## config.mk

```make
export PLATFORM = sky130hd
export DESIGN_NAME = mem_arbiter
export DESIGN_NICKNAME = d
export VERILOG_FILES = /design/src/rtl/mem_arbiter.sv
export SDC_FILE = /design/constraint.sdc
export NUM_CORES = 1
export LEC_CHECK = 0
export BUFFER_PORTS_ARGS = -buffer_cell sky130_fd_sc_hd__buf_2
export CORE_MARGIN = 2
export CORE_UTILIZATION = 30
export DETAILED_ROUTE_END_ITERATION = 10
export PLACE_DENSITY = 0.72
export SLEW_MARGIN = 20
export SYNTH_ARGS = -nofsm -noshare
export SYNTH_HDL_FRONTEND = slang
export SYNTH_SLANG_ARGS = --single-unit
export TNS_END_PERCENT = 20
```

## constraint.sdc

```tcl
create_clock -name clk -period 1.65 [get_ports clk]
set_input_delay 0 -clock clk [delete_from_list [all_inputs] [get_ports clk]]
set_output_delay 0 -clock clk [all_outputs]
set_load 0.005 [all_outputs]
```

## src/rtl/mem_arbiter.sv

```systemverilog
// Two-requester (CPU / program loader) arbiter for a single-port synchronous memory.
// Define MEM_ARB_LOADER_PRIORITY_EN for fixed loader priority; default is round-robin.
module mem_arbiter #(
   parameter int AW = 8,
   parameter int DW = 32
) (
   input  logic          clk,
   input  logic          rst,
   input  logic          cpu_req,
   input  logic          cpu_write,
   input  logic [AW-1:0] cpu_addr,
   input  logic [DW-1:0] cpu_wdata,
   output logic          cpu_ack,
   output logic [DW-1:0] cpu_rdata,
   input  logic          ldr_req,
   input  logic          ldr_write,
   input  logic [AW-1:0] ldr_addr,
   input  logic [DW-1:0] ldr_wdata,
   output logic          ldr_ack,
   output logic [DW-1:0] ldr_rdata,
   output logic [AW-1:0] mem_addr,
   output logic [DW-1:0] mem_wdata,
   output logic          mem_we,
   input  logic [DW-1:0] mem_rdata,
   output logic          busy
);

   typedef enum logic [1:0] {IDLE, ISSUE, RESP} state_t;

   state_t        state, state_nxt;
   logic          owner;      // 0 = cpu, 1 = loader
   logic          write_q;
   logic [AW-1:0] addr_q;
   logic [DW-1:0] wdata_q;
   logic          grant;
   logic          grant_ldr;
   logic          resp_ack;

   assign grant = (state == IDLE) && (cpu_req || ldr_req);

`ifdef MEM_ARB_LOADER_PRIORITY_EN
   assign grant_ldr = ldr_req;
`else
   logic last_grant;          // 0 = cpu, 1 = loader; reset to loader so the cpu wins the first tie

   assign grant_ldr = ldr_req && (!cpu_req || !last_grant);

   always_ff @(posedge clk) begin
      if (rst)
         last_grant <= 1'b1;
      else if (grant)
         last_grant <= grant_ldr;
   end
`endif

   always_ff @(posedge clk) begin
      if (rst)
         state <= IDLE;
      else
         state <= state_nxt;
   end

   // Winner's request is captured once; requester inputs are don't-care until IDLE again.
   always_ff @(posedge clk) begin
      if (rst) begin
         owner   <= 1'b0;
         write_q <= 1'b0;
         addr_q  <= '0;
         wdata_q <= '0;
      end else if (grant) begin
         owner   <= grant_ldr;
         write_q <= grant_ldr ? ldr_write : cpu_write;
         addr_q  <= grant_ldr ? ldr_addr  : cpu_addr;
         wdata_q <= grant_ldr ? ldr_wdata : cpu_wdata;
      end
   end

   always_comb begin
      state_nxt = state;
      mem_we    = 1'b0;
      resp_ack  = 1'b0;
      case (state)
         IDLE:    if (cpu_req || ldr_req) state_nxt = ISSUE;
         ISSUE: begin
            mem_we    = write_q && !rst;
            state_nxt = RESP;
         end
         RESP: begin
            resp_ack  = !rst;
            state_nxt = IDLE;
         end
         default: state_nxt = IDLE;
      endcase
   end

   // Latched registers double as the memory bus, so the bus holds its last value when idle.
   assign mem_addr  = addr_q;
   assign mem_wdata = wdata_q;
   assign busy      = (state != IDLE);

   // A reset landing in RESP suppresses the ack so an aborted access never completes.
   assign cpu_ack   = resp_ack && !owner;
   assign ldr_ack   = resp_ack &&  owner;
   assign cpu_rdata = (cpu_ack && !write_q) ? mem_rdata : '0;
   assign ldr_rdata = (ldr_ack && !write_q) ? mem_rdata : '0;

endmodule

```

==> flow_summary.ini, run 1 <==
[outcome]
outcome = finished with violations
violations = setup timing

[worst_hold_path]
hold_path.class = input pin to flip-flop
hold_path_depth = 3
worstHoldStart = ldr_req

[cts]
clockRootBuffer = clkbuf_8
postCtsSetupBuffers = 0
cts_buffers = 5
clk_latency_ps = 300
clockBufferDepth = 2
cts_sinks = 45
cts_tree = done
clk_pin_slew_ps = 90
cts_max_level = 2

[global_route]
grt-ovfl-total = 0
grt_use_met2_pct = 44.56
track_usage_pct = 22.98
grt_first_pass_wirelength_um = 16220
met3_usage_pct = 4.469
busiest_layer = met2
grt_max_degree = 42
antenna_found_initial = 4
use_met1_pct = 22.28
grt_pass1_vias = 3413

[timing]
relSlewSlack_pct = 75.46
timing.fmax_mhz = 603.5
rsz0062_at_grt = yes
setup-violations-final = 1
slew_viol_final = 0
min_period_over_period_pct = 100.4
skew_ps = 6.490
finalHoldViolCount = 0
setup_ws_ps = -7.107
timing.hold.ws_ps = 87.54
tightestPinTransition_ps = 366.8
fin_crit_ps = 1657

[placement]
post-place-ws_ps = 263.1
numPortBuffers = 225
placed_area_mm2 = 0.003722
gp_congestion = 0.7788
dp_hpwl_um = 6995

[logic_synthesis]
synth_edf_count = 0
syn-cell-area_mm2 = 0.002480
synth_top_area_cell = dfxtp_1
synth_nets = 443
ys_ff_latch = 45
syn_area_per_cell_um2 = 7.630
syn_inst = 325
async_flop_share_pct = 0
synth_warnings = 0
synth_cell_type_count = 23
synth_top_area_share_pct = 36.33
ys_seq_area_share_pct = 36.33
synthFlopType = dfxtp_1
yosys-top-cells-area = dfxtp_1 (36%), and2_1 (16%), a311oi_1 (14%)

[route]
vias = 3624
drc = 0
viasPerCell = 4.951
routed_wirelength_um = 11080
route.detailed.wl_per_inst_um = 15.14
drtIter0Drc = 168
dr.pass1.iters = 4
ant_nets = 0

[floorplanning]
die_area_mm2 = 0.009010
start_util_pct = 30.49
io_pins = 226
rows = 33
core-area_mm2 = 0.008134
die_w_um = 94.92
die_h_um = 94.92

[setup_path]
reg2regPathDepth = 5
worst_ep_arrival_time_ps = 1660
worst_setup_path_startpoint = state[1]
endpoint_kind = primary output
crit_required_ps = 1650
crit_fanout = 32
start_kind = flip-flop
r2r_start = state[1]
worst-setup-path-type = flip-flop to primary output

[job]
max_cap_viol_count = 0

[power]
p_leak_nw = 2.430
power_density_mw_per_mm2 = 659.3
total_power_w = 0.003101
ir_drop_mv = 0.3421

[layout]
drive_gt1_share_pct = 41.57
nNetsFinal = 740
stdcell_area_mm2 = 0.004703
syn2layout_area_growth_pct = 89.66
final cells by class:
class	count	area (um2)
Antenna cell	4	10.01
Clock buffer	7	86.33
Clock inverter	1	30.03
Fill cell	704	3431
Inverter	1	3.754
Multi-Input combinational cell	247	1440
Sequential cell	45	907.1
Tap cell	105	131.4
Timing Repair Buffer	322	2095
per-layer routing:
metal | part of all wire [%] | vias up
li1 | - | 1727
met1 | 34 | 1651
met2 | 55 | 211
met3 | 7.2 | 35
met4 | 3.3 | 0
met5 | 0 | -
what timing repair did:
item,4_1_cts,5_1_grt
hold buffers,82,0
resized for setup,1,9
endpoints found under the hold margin,41,0
pin swaps,6,1
gates cloned,0,1
endpoints found under the setup margin,32,64
final timing paths:
check                   to  slack (ps)
max reg2reg  mem_wdata[31]         310
min reg2reg       state[1]         470
min               state[0]          90
max           cpu_rdata[3]          -7
through the flow:
| stage | TNS, ps | util (%) | cells |
|---|---|---|---|
| floorplan | 0 | - | 325 |
| global placement | 0 | 45.76 | 637 |
| detailed placement | 0 | 45.76 | 637 |
| CTS | -203.0 | 57.30 | 727 |
| global route | -2374 | 57.82 | 732 |
| finish | -7.107 | 57.82 | 732 |
placed cells by master, fill, tap and decap left out, types with 2 or more instances in the layout:
cell	instances
nor2_1	2
and2_1	64
buf_4	11
nor2_4	2
buf_6	2
diode_2	4
dfxtp_2	2
buf_2	224
a21oi_1	42
clkbuf_8	6
buf_12	2
dfxtp_1	42
nand2_1	82
dlygate4sd3_1	82
o21ai_0	2
a311oi_1	41
cell usage after synthesis, types with 2 or more instances:
cell type / n
clkbuf_1: 16
a311oi_1: 41
buf_6: 4
nor2_1: 3
and2_1: 65
dfxtp_1: 45
o21ai_0: 2
nand2_1: 82
buf_2: 12
a21oi_1: 42
state kept, by name (all words and copies together), names as in the netlist:
name,flops
owner,1
last_grant,1
state,2
write_q,1
mem_wdata,32
mem_addr,8
power breakdown:
| part | switching (W) | leakage [nW] | internal [W] | total, W |
|---|---|---|---|---|
| Sequential | 0.0000776 | 0.375 | 0.00121 | 0.00129 |
| Combinational | 0.000445 | 2.00 | 0.000499 | 0.000944 |
| Clock | 0.000371 | 0.0585 | 0.000494 | 0.000865 |
| Total | 0.000894 | 2.43 | 0.00221 | 0.00310 |
worst max-delay path, cell delays in order, from the launching register on:
cell and delay, ps:
dfxtp_4 380, or3b_4 400, nor3_4 150, buf_12 180, and2_1 140, buf_2 110
cell families (layout without fill, tap and decap cells):
logic type,count (synthesis),after routing,synth area share (%)
buf+inv,33,331,6.811
simple gates,160,160,32.64
flops,45,45,36.33
compound gates,87,87,24.22
other cells,0,4,0
Note: power is estimated with default switching activity, not from simulation.
==> run 2: changes to the inputs <==
--- a/config.mk
+++ b/config.mk
@@ -14,4 +14,4 @@
 export SYNTH_ARGS = -nofsm -noshare
 export SYNTH_HDL_FRONTEND = slang
 export SYNTH_SLANG_ARGS = --single-unit
-export TNS_END_PERCENT = 20
+export TNS_END_PERCENT = 30
==> run 2 against run 1 <==
  * The flow still finishes with violations (setup timing)
  * Clock-buffer cell count stayed put
  * Via count increased by 1.2%
  * Non-clock buffer count unchanged
  * Utilization stayed put
  * Sequential cell count stayed put
  * First-iteration DRC count down 7.7%
  * Clock power increased by 0.5%
  * Die area unchanged
  * Maximum frequency about the same
  * Sequential power about the same
  * Critical endpoint unchanged
  * Largest power group unchanged
  * Highest routed layer unchanged
==> flow_summary.ini, run 2 (same netlist as run 1, synthesis figures left out) <==
[setup_path]
endpoint_kind = primary output
r2r_slack_ps = 320
worst-setup-path-type = flip-flop to primary output
crit_required_ps = 1650
worst_ep_arrival_time_ps = 1660
crit_fanout = 32
start_kind = flip-flop

[placement]
placed_area_mm2 = 0.003722
dp_hpwl_um = 6995
gp_congestion = 0.7788
numPortBuffers = 225
post-place-ws_ps = 263.1

[timing]
tns_ps = -7.666
finalHoldViolCount = 0
timing.fmax_mhz = 603.3
setup_ws_ps = -7.666
relSlewSlack_pct = 75.64
fin_crit_ps = 1658
min_period_over_period_pct = 100.5
setup-violations-final = 1
rsz0062_at_grt = yes
tightestPinTransition_ps = 364.1
skew_ps = 6.630
slew_viol_final = 0

[outcome]
outcome = finished with violations
violations = setup timing

[floorplanning]
die_area_mm2 = 0.009010
io_pins = 226
die_w_um = 94.92
rows = 33
die_h_um = 94.92
core-area_mm2 = 0.008134
start_util_pct = 30.49

[route]
viasPerCell = 5.011
drc = 0
routed_wirelength_um = 11140
dr.pass1.iters = 7
vias = 3668
drtIter0Drc = 155
ant_nets = 0
route.detailed.wl_per_inst_um = 15.21

[layout]
final_cell_mix = buf_2 (224), nand2_1 (82), dlygate4sd3_1 (82)
stdcell_area_mm2 = 0.004703
n_fill_cell = 704
largest_reg_flops = 32
layout.cells.most_common = buf_2
syn2layout_area_growth_pct = 89.66
nNetsFinal = 740
drive_gt1_share_pct = 41.57

[cts]
cts_tree = done
clk_latency_ps = 300
cts_max_level = 2
clockRootBuffer = clkbuf_8
cts_sinks = 45
postCtsSetupBuffers = 0
clockBufferDepth = 2
clk_pin_slew_ps = 90
cts_buffers = 5

[power]
clkPwrFrac_pct = 28.0
power_frac_comb_pct = 30.4
p_sw_w = 0.0008985
ir_drop_mv = 0.3425
power.share.sequential_pct = 41.6
p_int_w = 0.002207
power_density_mw_per_mm2 = 660.3
total_power_w = 0.003106
p_leak_nw = 2.430
p_sw_share_pct = 28.93

[global_route]
antenna_found_initial = 4
grt_first_pass_wirelength_um = 16220
grt_max_degree = 42
grt-ovfl-total = 0
track_usage_pct = 22.98
grt_pass1_vias = 3413

[job]
max_cap_viol_count = 0

[worst_hold_path]
hold_path.class = input pin to flip-flop
[run 2: cell counts in the layout (fill, tap and decap cells not counted)]
No cell type changed its count.
[run 2: worst paths after layout]
path                  from      endpoint  depth (start not counted)
hold reg to reg   state[1]      state[1]                          1
setup reg to reg  state[1]  mem_wdata[0]                          5
setup / recovery  state[1]  cpu_rdata[3]                          5
hold / removal     ldr_req      state[0]                          3
[run 2: what timing repair did]
action | in CTS | in global routing
hold buffers | 82 | 0
hold endpoints to repair | 41 | 0
gates cloned | 0 | 1
gates resized for setup | 1 | 9
pin swaps | 6 | 0
endpoints found under the setup margin | 32 | 64
[run 2: metrics by stage]
step / utilization [%] / hold slack (ps) / std cells
6_report: 57.82 / 84.06 / 732
5_1_grt: 57.82 / 130.0 / 732
4_1_cts: 57.30 / 90.64 / 727
3_5_place_dp: 45.76 / 271.0 / 637
3_3_place_gp: 45.76 / 262.4 / 637
2_1_floorplan: - / 110.3 / 325
[run 2: critical path, cell delays in order (launching register included)]
cell and delay (ps):
dfxtp_4 380, or3b_4 400, nor3_4 150, buf_12 180, and2_1 140, buf_2 110
[run 2: cell type report]
type	count	area, um2	share of cell area, %
Antenna cell	4	10.01	0.2128
Clock buffer	7	86.33	1.836
Clock inverter	1	30.03	0.6385
Inverter	1	3.754	0.07981
Multi-Input combinational cell	247	1440	30.62
Sequential cell	45	907.1	19.29
Tap cell	105	131.4	2.793
Timing Repair Buffer	322	2095	44.53
[run 2: metal layers]
layer / wire length (um) / vias to the layer above / GRT usage, %
met5: 0 / - / 0
met3: 871 / 40 / 4.469
met2: 6089 / 236 / 44.56
met1: 3788 / 1667 / 22.28
li1: - / 1725 / -
met4: 386 / 0 / 13.29
[run 2: power by group through the flow]
stage / Combinational (W) / Sequential, W / Clock [W]
floorplan: 0.000373 / 0.00131 / 0
global placement: 0.000757 / 0.00131 / 0
detailed placement: 0.000775 / 0.00131 / 0
CTS: 0.000923 / 0.00129 / 0.000893
global route: 0.00103 / 0.00131 / 0.000928
finish: 0.000945 / 0.00129 / 0.000869
